File: config.mk
export PLATFORM = sky130hd
export DESIGN_NAME = memory_bridge
export DESIGN_NICKNAME = d
export VERILOG_FILES = /design/src/rtl/memory_bridge.sv
export SDC_FILE = /design/constraint.sdc
export NUM_CORES = 1
export LEC_CHECK = 0
export BUFFER_PORTS_ARGS = -buffer_cell sky130_fd_sc_hd__buf_2
export CAP_MARGIN = 25
export CORE_UTILIZATION = 38
export CTS_BUF_LIST = sky130_fd_sc_hd__clkbuf_8
export CTS_CLUSTER_DIAMETER = 50
export DETAILED_ROUTE_END_ITERATION = 8
export GPL_ROUTABILITY_DRIVEN = 0
export PLACE_DENSITY_LB_ADDON = 0.15
export SYNTH_ARGS = -nofsm -noshare
export SYNTH_HDL_FRONTEND = slang
export SYNTH_SLANG_ARGS = --single-unit
File: constraint.sdc
create_clock -name clk -period 1.45 [get_ports clk]
set_input_delay 0.29 -clock clk [delete_from_list [all_inputs] [get_ports clk]]
set_output_delay 0.29 -clock clk [all_outputs]
set_load 0.05 [all_outputs]
File: src/rtl/memory_bridge.sv
// Turns one-shot read/write strobes into a single valid/ready bus transaction; strobe to done is 2 cycles plus wait states.
// Holds bus fields stable until bus_ready; strobes are ignored while busy; optional timeout aborts with access_fault.
module memory_bridge #(
  parameter int TIMEOUT_CYCLES = 16,
  parameter int COUNTER_WIDTH  = 8
) (
  input  logic        clk,
  input  logic        reset,
  input  logic        read_request,
  input  logic        write_request,
  input  logic [31:0] read_memory_address,
  input  logic [31:0] write_memory_address,
  input  logic [31:0] write_memory_data,
  input  logic [31:0] write_memory_mask,
  output logic [31:0] read_memory_data,
  output logic        memory_busy,
  output logic        memory_done,
  output logic        access_fault,
  output logic        bus_valid,
  output logic        bus_write,
  output logic [31:0] bus_address,
  output logic [31:0] bus_write_data,
  output logic [3:0]  bus_byte_enable,
  input  logic        bus_ready,
  input  logic [31:0] bus_read_data,
  input  logic        bus_error
);

  localparam logic [1:0] IDLE   = 2'd0;
  localparam logic [1:0] ACCESS = 2'd1;
  localparam logic [1:0] DONE   = 2'd2;

  localparam logic [COUNTER_WIDTH:0]   TIMEOUT_LIMIT = TIMEOUT_CYCLES[COUNTER_WIDTH:0];
  localparam logic [COUNTER_WIDTH-1:0] COUNT_ONE     = {{(COUNTER_WIDTH-1){1'b0}}, 1'b1};

  logic [1:0]               state;
  logic [COUNTER_WIDTH-1:0] wait_count;
  logic [31:0]              addr_q;
  logic [31:0]              wdata_q;
  logic [31:0]              rdata_q;
  logic [3:0]               be_q;
  logic                     write_q;
  logic                     fault_q;
  logic [3:0]               mask_be;
  logic [COUNTER_WIDTH:0]   count_next_ext;
  logic                     timeout_hit;

  always_comb begin
    mask_be = 4'b0000;
    for (int i = 0; i < 4; i++) begin
      mask_be[i] = |write_memory_mask[8*i +: 8];
    end
  end

  // The cycle that would bring the count up to the limit is the last one granted.
  assign count_next_ext = {1'b0, wait_count} + {1'b0, COUNT_ONE};
  assign timeout_hit    = (TIMEOUT_CYCLES != 0) && !bus_ready && (count_next_ext >= TIMEOUT_LIMIT);

  always_ff @(posedge clk or negedge reset) begin
    if (!reset) begin
      state      <= IDLE;
      wait_count <= '0;
      addr_q     <= '0;
      wdata_q    <= '0;
      rdata_q    <= '0;
      be_q       <= '0;
      write_q    <= 1'b0;
      fault_q    <= 1'b0;
    end else begin
      case (state)
        IDLE: begin
          wait_count <= '0;
          if (write_request) begin
            addr_q  <= write_memory_address & ~32'h3;
            wdata_q <= write_memory_data;
            be_q    <= mask_be;
            write_q <= 1'b1;
            state   <= ACCESS;
          end else if (read_request) begin
            addr_q  <= read_memory_address & ~32'h3;
            be_q    <= 4'hF;
            write_q <= 1'b0;
            state   <= ACCESS;
          end
        end
        ACCESS: begin
          if (bus_ready) begin
            fault_q <= bus_error;
            if (!bus_error && !write_q) begin
              rdata_q <= bus_read_data;
            end
            state <= DONE;
          end else begin
            if (!(&wait_count)) begin
              wait_count <= wait_count + COUNT_ONE;
            end
            if (timeout_hit) begin
              fault_q <= 1'b1;
              state   <= DONE;
            end
          end
        end
        DONE: begin
          wait_count <= '0;
          state      <= IDLE;
        end
        default: state <= IDLE;
      endcase
    end
  end

  assign read_memory_data = rdata_q;
  assign memory_busy      = (state != IDLE);
  assign memory_done      = (state == DONE);
  assign access_fault     = (state == DONE) && fault_q;
  assign bus_valid        = (state == ACCESS);
  assign bus_write        = write_q;
  assign bus_address      = addr_q;
  assign bus_write_data   = wdata_q;
  assign bus_byte_enable  = be_q;

endmodule

After elaboration in Yosys (flattened, before gate mapping)
Index checks and enable logic that the tools add are counted.
{"block": "totals", "reg_bits": 112, "output_inout_bits": 105, "elab_cells": 56}
{"block": "classes", "add_sub_neg": 2, "n_lt_le_gt_ge": 1, "n_eq_ne": 6, "mux": 16, "reduce_logical": 23}
{"op": "2-to-1 mux 32 bit", "count": 2}
{"op": "OR reduction 8 bit", "count": 4}
{"op": "2-to-1 mux 8 bit", "count": 2}
{"op": "case mux 8 bit (2 select lines)", "count": 1}
{"op": "adder 8 x 1 -> 9 bit, second input constant", "count": 1}
{"op": "greater-or-equal comparator 9 x 5 -> 1 bit, second input constant", "count": 1}
{"op": "adder 8 x 1 -> 8 bit, second input constant", "count": 1}
{"op": "2-to-1 mux 2 bit", "count": 4}
{"op": "2-to-1 mux 4 bit", "count": 2}
{"op": "AND reduction 2 bit", "count": 4}
{"op": "AND reduction 8 bit", "count": 1}
{"op": "nonzero test 2 bit", "count": 4}
{"op": "AND reduction 3 bit", "count": 2}
{"op": "2-to-1 mux 1 bit", "count": 4}
{"op": "!= test 2 bit, second input constant", "count": 2}
{"op": "case mux 2 bit (2 select lines)", "count": 1}
{"op": "logical AND 1 bit", "count": 3}
{"op": "logical NOT 1 bit", "count": 3}
{"op": "!= test 3 x 1 -> 1 bit, second input constant", "count": 1}
{"op": "!= test 3 bit, second input constant", "count": 1}
{"op": "equality test 2 x 1 -> 1 bit, second input constant", "count": 1}
{"op": "equality test 2 bit, second input constant", "count": 1}
{"op": "logical NOT 2 bit", "count": 1}
{"op": "OR reduction 2 bit", "count": 1}

Longest topological paths before layout
Gate-level depths: netlist of the first run.
{"block": "depth", "ltp_word": 6, "ltp_mapped": 6, "depth_no_buf": 5}

Worst setup path after synthesis of the first run
No wires, ideal clock.
{"block": "synth_path", "kind": "register to output", "startpoint": "reg state[0]", "endpoint": "out access_fault", "arrival_time_ns": 1.821, "required_time_ns": 1.160, "path_slack_ns": -0.661, "stages_incl_launch_ff": 4, "path_buffers": 1, "cell_sequence": "dfrtp_1 clkbuf_1 nor2b_1 and2_1"}
{"block": "synth_via", "elab_chain_cells": 2}
{"item": "start: declaration", "line": "36", "text": "logic [1:0] state;"}
{"item": "start signal: assignment", "line": "61", "text": "state <= IDLE;"}
{"item": "start signal: assignment", "line": "78", "text": "state <= ACCESS;"}
{"item": "start signal: assignment", "line": "83", "text": "state <= ACCESS;"}
{"item": "equality test 2 bit"}
{"item": "via memory_done", "line": "17", "text": "output logic memory_done,"}
{"item": "logical AND 1 bit", "line": "115", "text": "assign access_fault = (state == DONE) && fault_q;"}
{"item": "end: declaration", "line": "18", "text": "output logic access_fault,"}
The timed path passes the listed nets, and every way through them passes these cells.

Worst setup path after layout of the first run
{"block": "layout_path", "startpoint": "reg state[0]", "endpoint": "out access_fault"}
{"block": "layout_via", "elab_chain_cells": 2}
{"item": "equality test 2 bit", "line": "115"}
{"item": "logical AND 1 bit", "line": "115"}
Every way passes these cells.

==> results of run 1 <==
[worst paths after layout]
check | startpoint | end | slack, ns | depth (start not counted)
max reg2reg | state[0] | read_memory_data[19] | -0.13 | 5
min reg2reg | read_memory_data[31] | read_memory_data[31] | 0.49 | 1
max in group asynchronous | reset | wait_count[1] | 0.49 | 3
max | state[0] | access_fault | -0.17 | 4
min | bus_read_data[5] | read_memory_data[5] | 0.13 | 2
min in group asynchronous | reset | read_memory_data[21] | 0.44 | 2
[cell usage after synthesis (2+ instances only)]
library cell	number	area, um^2
dfrtp_1	110	2750
mux2_1	36	405
nor2_1	35	131
a21oi_1	32	160
mux2i_1	31	310
mux2_4	26	390
buf_2	10	50.1
nor4_1	8	50.1
buf_6	7	78.8
and2_1	5	31.3
nand3_1	5	25.0
clkbuf_1	4	15.0
xnor2_1	4	35.0
a21boi_1	3	22.5
a31oi_1	3	18.8
buf_4	3	22.5
nand2_1	3	11.3
o21ai_0	3	15.0
a21boi_0	2	15.0
a21o_1	2	15.0
inv_1	2	7.51
mux2_2	2	22.5
nand4_1	2	12.5
nor2_2	2	12.5
nor2b_1	2	12.5
or3_1	2	12.5
or4_1	2	15.0
[stage by stage]
stage          instances  util, %  setup WS [ns]
2_1_floorplan        368        -         -0.271
3_3_place_gp         801     53.3        -0.0554
3_5_place_dp         801     53.3        -0.0973
4_1_cts              830     57.2         -0.197
5_1_grt              838     58.9         -0.266
6_report             838     58.9         -0.173
[state kept, by name, indices dropped and copies added (netlist names)]
register	count
bus_address	30
bus_byte_enable	4
bus_write	1
bus_write_data	32
fault_q	1
read_memory_data	32
state	2
wait_count	8
[logic make-up (layout without fill, tap and decap cells)]
| family | count (synthesis) | count (layout) | share of synthesized area [%] |
|---|---|---|---|
| fa+ha+maj | 1 | 1 | 0.258 |
| other cells | 1 | 2 | 0.0774 |
| simple gates | 75 | 75 | 8.16 |
| compound gates | 55 | 55 | 7.08 |
| mux | 95 | 95 | 23.3 |
| xor+xnor | 4 | 4 | 0.723 |
| buf+inv | 26 | 328 | 3.59 |
| flops | 110 | 110 | 56.8 |
[report_power, final]
group	total [uW]	switching, uW	internal, uW
logic	10300	7020	3320
clock network	2100	1020	1070
registers	5160	713	4450
[layout make-up]
| cell class | count | area, um^2 | share of cell area (%) |
|---|---|---|---|
| Sequential cell | 110 | 2760 | 38.4 |
| Clock inverter | 5 | 81.3 | 1.13 |
| Inverter | 2 | 7.51 | 0.104 |
| Tap cell | 168 | 210 | 2.92 |
| Clock buffer | 11 | 151 | 2.11 |
| Multi-Input combinational cell | 232 | 2020 | 28.1 |
| Timing Repair Buffer | 310 | 1950 | 27.2 |
[timing repair]
action | 4_1_cts | 5_1_grt
endpoints found under the hold margin | 27 | 0
buffers inserted | 10 | 5
hold buffers | 1 | 0
resized for setup | 35 | 25
cloned | 2 | 3
endpoints found under the setup margin | 77 | 113
pin swaps | 11 | 12
[layer usage]
layer | routed length [um] | part of all wire [%]
met3 | 995 | 7.8
met5 | 0 | 0
met1 | 5220 | 41
met2 | 6300 | 50
met4 | 172 | 1.4
[critical path: cells and delay by family (launching register included)]
kind,cells,cell delay [ns]
buf+inv,2,0.28
simple gates,2,0.25
flops,1,0.44
==> flow_results.xml, run 1 <==
<?xml version="1.0" encoding="UTF-8"?>
<metrics>
  <group name="global_route">
    <metric name="gr-usage-met2" unit="%">32.9</metric>
    <metric name="grt.met3_usage" unit="%">4.80</metric>
    <metric name="gr-usage-met1" unit="%">22.5</metric>
    <metric name="gr-usage-all-layers" unit="%">19.0</metric>
    <metric name="globalRoute.totalOverflow" unit="">0</metric>
    <metric name="grt_first_pass_wirelength" unit="mm">19.2</metric>
    <metric name="antenna_found_initial" unit="">0</metric>
    <metric name="first_global_vias" unit="">3901</metric>
    <metric name="most_crowded_layer_after_global_routing" unit="">met2</metric>
    <metric name="maximum_number_of_pins_on_one_net_before_global_route_repair" unit="">43</metric>
  </group>
  <group name="critical_path">
    <metric name="critical_path.startpoint_type" unit="">flip-flop</metric>
    <metric name="critical_path.endpoint_type" unit="">output port</metric>
    <metric name="cp_max_fo" unit="">4</metric>
    <metric name="critical_path_arrival" unit="ns">1.33</metric>
    <metric name="path_cells" unit="">buf_6, nor2b_4, and2_4, buf_8</metric>
    <metric name="critical-path-slowest-cell" unit="">dfrtp_1</metric>
    <metric name="critPathRequiredTime" unit="ns">1.16</metric>
    <metric name="worst_path_max_stage_delay" unit="ns">0.44</metric>
    <metric name="critical_path_class" unit="">reg2out</metric>
  </group>
  <group name="logic_synthesis">
    <metric name="ys_types" unit="">48</metric>
    <metric name="ys.flop_type" unit="">dfrtp_1</metric>
    <metric name="number_of_enable_flip_flop_cells_after_synthesis" unit="">0</metric>
    <metric name="syn-instance-count" unit="">367</metric>
    <metric name="syn_avg_cell_area" unit="um^2">13.2</metric>
    <metric name="ys_ff_latch" unit="">110</metric>
    <metric name="netlist_area" unit="mm^2">0.00484</metric>
    <metric name="yosysWarnings" unit="">0</metric>
    <metric name="synth.yosys.seq_area_share" unit="%">56.8</metric>
    <metric name="synthArstFlopShare" unit="%">100</metric>
  </group>
  <group name="placed_design">
    <metric name="buffer_ports.inserted" unit="">264</metric>
    <metric name="dp_hpwl" unit="mm">9.16</metric>
    <metric name="placed_area" unit="mm^2">0.00650</metric>
  </group>
  <group name="routing">
    <metric name="totalWireLength" unit="mm">12.7</metric>
    <metric name="via_per_inst" unit="">4.74</metric>
    <metric name="detail_route.wl_per_cell" unit="um">15.1</metric>
    <metric name="drc" unit="">0</metric>
    <metric name="ant_nets" unit="">0</metric>
    <metric name="vias" unit="">3972</metric>
    <metric name="detail_route.iter0.violations" unit="">126</metric>
    <metric name="drt-pass1-iter-count" unit="">4</metric>
  </group>
  <group name="cells_and_area">
    <metric name="nets" unit="">832</metric>
    <metric name="layout_common_cells" unit="">buf_2, dfrtp_1, nor2_1, mux2_1, a21oi_1</metric>
    <metric name="post_route_cells_drive_above_1_share" unit="%">57.3</metric>
    <metric name="area_growth_syn_to_layout" unit="%">48.4</metric>
    <metric name="mostFrequentLayoutCell" unit="">buf_2</metric>
    <metric name="postLayoutCellArea" unit="mm^2">0.00719</metric>
    <metric name="filler_cell_count" unit="">1055</metric>
    <metric name="num_antenna_cells" unit="">0</metric>
  </group>
  <group name="clock_tree">
    <metric name="clockBufferDepth" unit="">2</metric>
    <metric name="cts_num_sinks" unit="">110</metric>
    <metric name="cts.clk_slew.worst_paths" unit="ns">0.10</metric>
    <metric name="worstSkewPairLatency" unit="ns">0.37</metric>
    <metric name="clock_tree.root_cell" unit="">clkbuf_8</metric>
    <metric name="numCtsBuffers" unit="">9</metric>
    <metric name="cts_tree" unit="">done</metric>
    <metric name="cts.htree.levels" unit="">3</metric>
  </group>
  <group name="sta">
    <metric name="clock-skew-final" unit="ns">0.0101</metric>
    <metric name="unrepaired_setup_endpoints_after_global_routing" unit="">yes</metric>
    <metric name="final.hold.worst_slack" unit="ns">0.128</metric>
    <metric name="max_freq" unit="MHz">616</metric>
    <metric name="final_sum_of_negative_setup_slack" unit="ns">-7.69</metric>
    <metric name="finalCriticalPeriod" unit="ns">1.62</metric>
    <metric name="slew_violations" unit="">0</metric>
    <metric name="pnr_worst_setup_slack" unit="ns">-0.173</metric>
    <metric name="setup-violations-final" unit="">89</metric>
    <metric name="finalCritPeriodShare" unit="%">112</metric>
    <metric name="hold_violations" unit="">0</metric>
  </group>
  <group name="die">
    <metric name="floorplan.die_area" unit="mm^2">0.0132</metric>
    <metric name="die_y" unit="um">115</metric>
    <metric name="die_x" unit="um">115</metric>
    <metric name="num_io_pins" unit="">271</metric>
    <metric name="core_area" unit="mm^2">0.0122</metric>
    <metric name="initial_core_util" unit="%">39.7</metric>
    <metric name="placementRows" unit="">40</metric>
  </group>
  <group name="status">
    <metric name="status" unit="">finished with violations</metric>
    <metric name="violated_checks" unit="">negative setup slack</metric>
  </group>
  <group name="min_path">
    <metric name="hold_path.class" unit="">in2reg</metric>
  </group>
  <group name="power_and_ir_drop">
    <metric name="pleak" unit="uW">0.00358</metric>
    <metric name="vdd_drop_max" unit="uV">1280</metric>
    <metric name="powerDensity" unit="mW/mm^2">2450</metric>
    <metric name="total_power" unit="uW">17600</metric>
  </group>
  <group name="flow_run">
    <metric name="max-cap-violations" unit="">0</metric>
  </group>
</metrics>
Note: power is estimated with default switching activity, not from simulation.
==> run 2: changes to the inputs <==
- BUFFER_PORTS_ARGS: -buffer_cell sky130_fd_sc_hd__buf_2 -> default
- CORE_UTILIZATION: 38 -> 35
- DONT_BUFFER_PORTS: default -> 1
==> run 2 against run 1 <==
  * The flow finishes with violations (negative hold slack, negative setup slack)
  * Clock skew fell by 0.0044 ns
  * Critical endpoint is now read_memory_data[16]
  * Largest cell class unchanged
  * Combinational power fell by 57%
  * Setup slack better by 0.013 ns
==> flow_results.xml, run 2 (same netlist as run 1, synthesis figures left out) <==
<?xml version="1.0" encoding="UTF-8"?>
<metrics>
  <group name="clock_tree">
    <metric name="cts.htree.levels" unit="">3</metric>
    <metric name="clockBufferDepth" unit="">2</metric>
    <metric name="cts_tree" unit="">done</metric>
    <metric name="cts_num_sinks" unit="">110</metric>
    <metric name="cts.clk_slew.worst_paths" unit="ns">0.10</metric>
    <metric name="clock_tree.root_cell" unit="">clkbuf_8</metric>
    <metric name="worstSkewPairLatency" unit="ns">0.37</metric>
    <metric name="numCtsBuffers" unit="">9</metric>
  </group>
  <group name="sta">
    <metric name="finalCriticalPeriod" unit="ns">1.61</metric>
    <metric name="worst-slew-pin-transition" unit="ns">0.545</metric>
    <metric name="slew-limit-headroom" unit="%">63.7</metric>
    <metric name="final.hold.worst_slack" unit="ns">-0.398</metric>
    <metric name="pnr_worst_setup_slack" unit="ns">-0.159</metric>
    <metric name="clock-skew-final" unit="ns">0.00567</metric>
    <metric name="finalCritPeriodShare" unit="%">111</metric>
    <metric name="hold_violations" unit="">110</metric>
    <metric name="slew_violations" unit="">0</metric>
    <metric name="max_freq" unit="MHz">621</metric>
    <metric name="setup-violations-final" unit="">53</metric>
    <metric name="unrepaired_setup_endpoints_after_global_routing" unit="">yes</metric>
  </group>
  <group name="die">
    <metric name="num_io_pins" unit="">271</metric>
    <metric name="initial_core_util" unit="%">36.3</metric>
    <metric name="die_y" unit="um">120</metric>
    <metric name="core_area" unit="mm^2">0.0133</metric>
    <metric name="floorplan.die_area" unit="mm^2">0.0143</metric>
    <metric name="placementRows" unit="">42</metric>
    <metric name="die_x" unit="um">120</metric>
  </group>
  <group name="critical_path">
    <metric name="path_cells" unit="">nor2b_4, nand3b_1, nor2_4, buf_6, clkbuf_16, mux2_4</metric>
    <metric name="worst_path_max_stage_delay" unit="ns">0.46</metric>
    <metric name="critical_path.startpoint_type" unit="">flip-flop</metric>
    <metric name="critPathRequiredTime" unit="ns">1.71</metric>
    <metric name="worst_r2r_endpoint" unit="">read_memory_data[16]</metric>
    <metric name="cp_max_fo" unit="">8</metric>
    <metric name="critical_path_class" unit="">reg2reg</metric>
    <metric name="rr_startpoint" unit="">state[1]</metric>
    <metric name="critical_path.endpoint_type" unit="">flip-flop</metric>
    <metric name="critical-path-slowest-cell" unit="">dfrtp_2</metric>
    <metric name="worst-r2r-setup-slack" unit="ns">-0.16</metric>
    <metric name="critical_path_arrival" unit="ns">1.87</metric>
    <metric name="ff2ff_path_depth" unit="">6</metric>
    <metric name="worst_setup_path_endpoint" unit="">read_memory_data[16]</metric>
    <metric name="cp-startpoint" unit="">state[1]</metric>
  </group>
  <group name="status">
    <metric name="violated_checks" unit="">negative hold slack, negative setup slack</metric>
    <metric name="status" unit="">finished with violations</metric>
  </group>
  <group name="cells_and_area">
    <metric name="postLayoutCellArea" unit="mm^2">0.00593</metric>
    <metric name="nets" unit="">571</metric>
    <metric name="layout_common_cells" unit="">dfrtp_1, mux2_4, nor2_1</metric>
    <metric name="num_antenna_cells" unit="">0</metric>
    <metric name="area_growth_syn_to_layout" unit="%">22.5</metric>
    <metric name="mostFrequentLayoutCell" unit="">dfrtp_1</metric>
    <metric name="post_route_cells_drive_above_1_share" unit="%">35.2</metric>
    <metric name="final_cell_count_no_fill" unit="">585</metric>
  </group>
  <group name="placed_design">
    <metric name="dp_hpwl" unit="mm">7.81</metric>
    <metric name="place_inst" unit="">551</metric>
    <metric name="buffer_ports.inserted" unit="">0</metric>
    <metric name="placed_area" unit="mm^2">0.00521</metric>
  </group>
  <group name="routing">
    <metric name="via_per_inst" unit="">5.26</metric>
    <metric name="route.met3.wl" unit="um">885</metric>
    <metric name="topRoutingLayerUsed" unit="">met4</metric>
    <metric name="drc" unit="">0</metric>
    <metric name="detail_route.wl_per_cell" unit="um">20.6</metric>
    <metric name="vias" unit="">3076</metric>
    <metric name="detail_route.iter0.violations" unit="">116</metric>
    <metric name="drt-pass1-iter-count" unit="">4</metric>
    <metric name="totalWireLength" unit="mm">12.1</metric>
    <metric name="wl_met1" unit="mm">4.92</metric>
    <metric name="met2WireLength" unit="mm">5.99</metric>
    <metric name="ant_nets" unit="">0</metric>
  </group>
  <group name="power_and_ir_drop">
    <metric name="powerDensity" unit="mW/mm^2">2710</metric>
    <metric name="vdd_drop_max" unit="uV">987</metric>
    <metric name="pleak" unit="uW">0.00261</metric>
  </group>
  <group name="global_route">
    <metric name="gr-usage-all-layers" unit="%">15.5</metric>
    <metric name="antenna_found_initial" unit="">0</metric>
    <metric name="grt_first_pass_wirelength" unit="mm">16.8</metric>
    <metric name="globalRoute.totalOverflow" unit="">0</metric>
    <metric name="maximum_number_of_pins_on_one_net_before_global_route_repair" unit="">111</metric>
    <metric name="first_global_vias" unit="">3083</metric>
  </group>
  <group name="min_path">
    <metric name="hold_path.class" unit="">in2async</metric>
  </group>
  <group name="flow_run">
    <metric name="max-cap-violations" unit="">0</metric>
  </group>
</metrics>
[run 2: worst max-delay path: cells and delay by family (launching register included)]
kind / cells / cell delay (ns)
muxes: 1 / 0.31
DFF: 1 / 0.46
and+or+nand+nor: 3 / 0.44
buffers and inverters: 2 / 0.31
[run 2: how the worst min path moves through the flow]
stage,startpoint,depth (start not counted),slack [ns],endpoint
floorplan,reset,0,-0.006,bus_address[10]
global placement,reset,0,-0.003,read_memory_data[13]
detailed placement,reset,0,-0.003,read_memory_data[22]
CTS,reset,0,-0.43,read_memory_data[22]
global route,reset,0,-0.44,read_memory_data[13]
finish,reset,0,-0.40,read_memory_data[22]
[run 2: cell type report]
type | instances | area, um^2
fillers | 1215 | 7410
flip-flops and latches | 110 | 2760
multi-input cells | 233 | 2160
repair buffers | 48 | 593
well taps | 176 | 220
clock buffers | 10 | 138
clock inverters | 6 | 55.1
inverters | 2 | 7.51
[run 2: timing repair]
item	in CTS	in global routing
cloned	2	6
pin swaps	18	14
gates resized for setup	33	39
hold endpoints to repair	110	110
endpoints found under the setup margin	73	103
buffers inserted	9	2
[run 2: power breakdown]
part	internal, uW	switching, uW
logic	2480	1930
registers	4370	5460
clock network	830	1000
[run 2: per-stage QoR]
stage	setup WS, ns	setup TNS [ns]	total power (uW)	hold slack [ns]	utilization [%]
3_3_place_gp	-0.101	-3.54	13200	-0.00317	39.0
6_report	-0.159	-5.27	16100	-0.398	44.5
2_1_floorplan	-0.271	-8.67	12300	-0.00559	-
4_1_cts	-0.144	-4.75	15500	-0.432	42.1
5_1_grt	-0.222	-9.63	16800	-0.441	44.5
3_5_place_dp	-0.123	-4.61	13400	-0.00295	39.0
[run 2: per-layer routing]
layer / global-route usage [%] / up-vias
li1: - / 1372
met1: 18.5 / 1529
met2: 26.1 / 160
met3: 4.18 / 15
met4: 7.11 / 0
met5: 0 / -
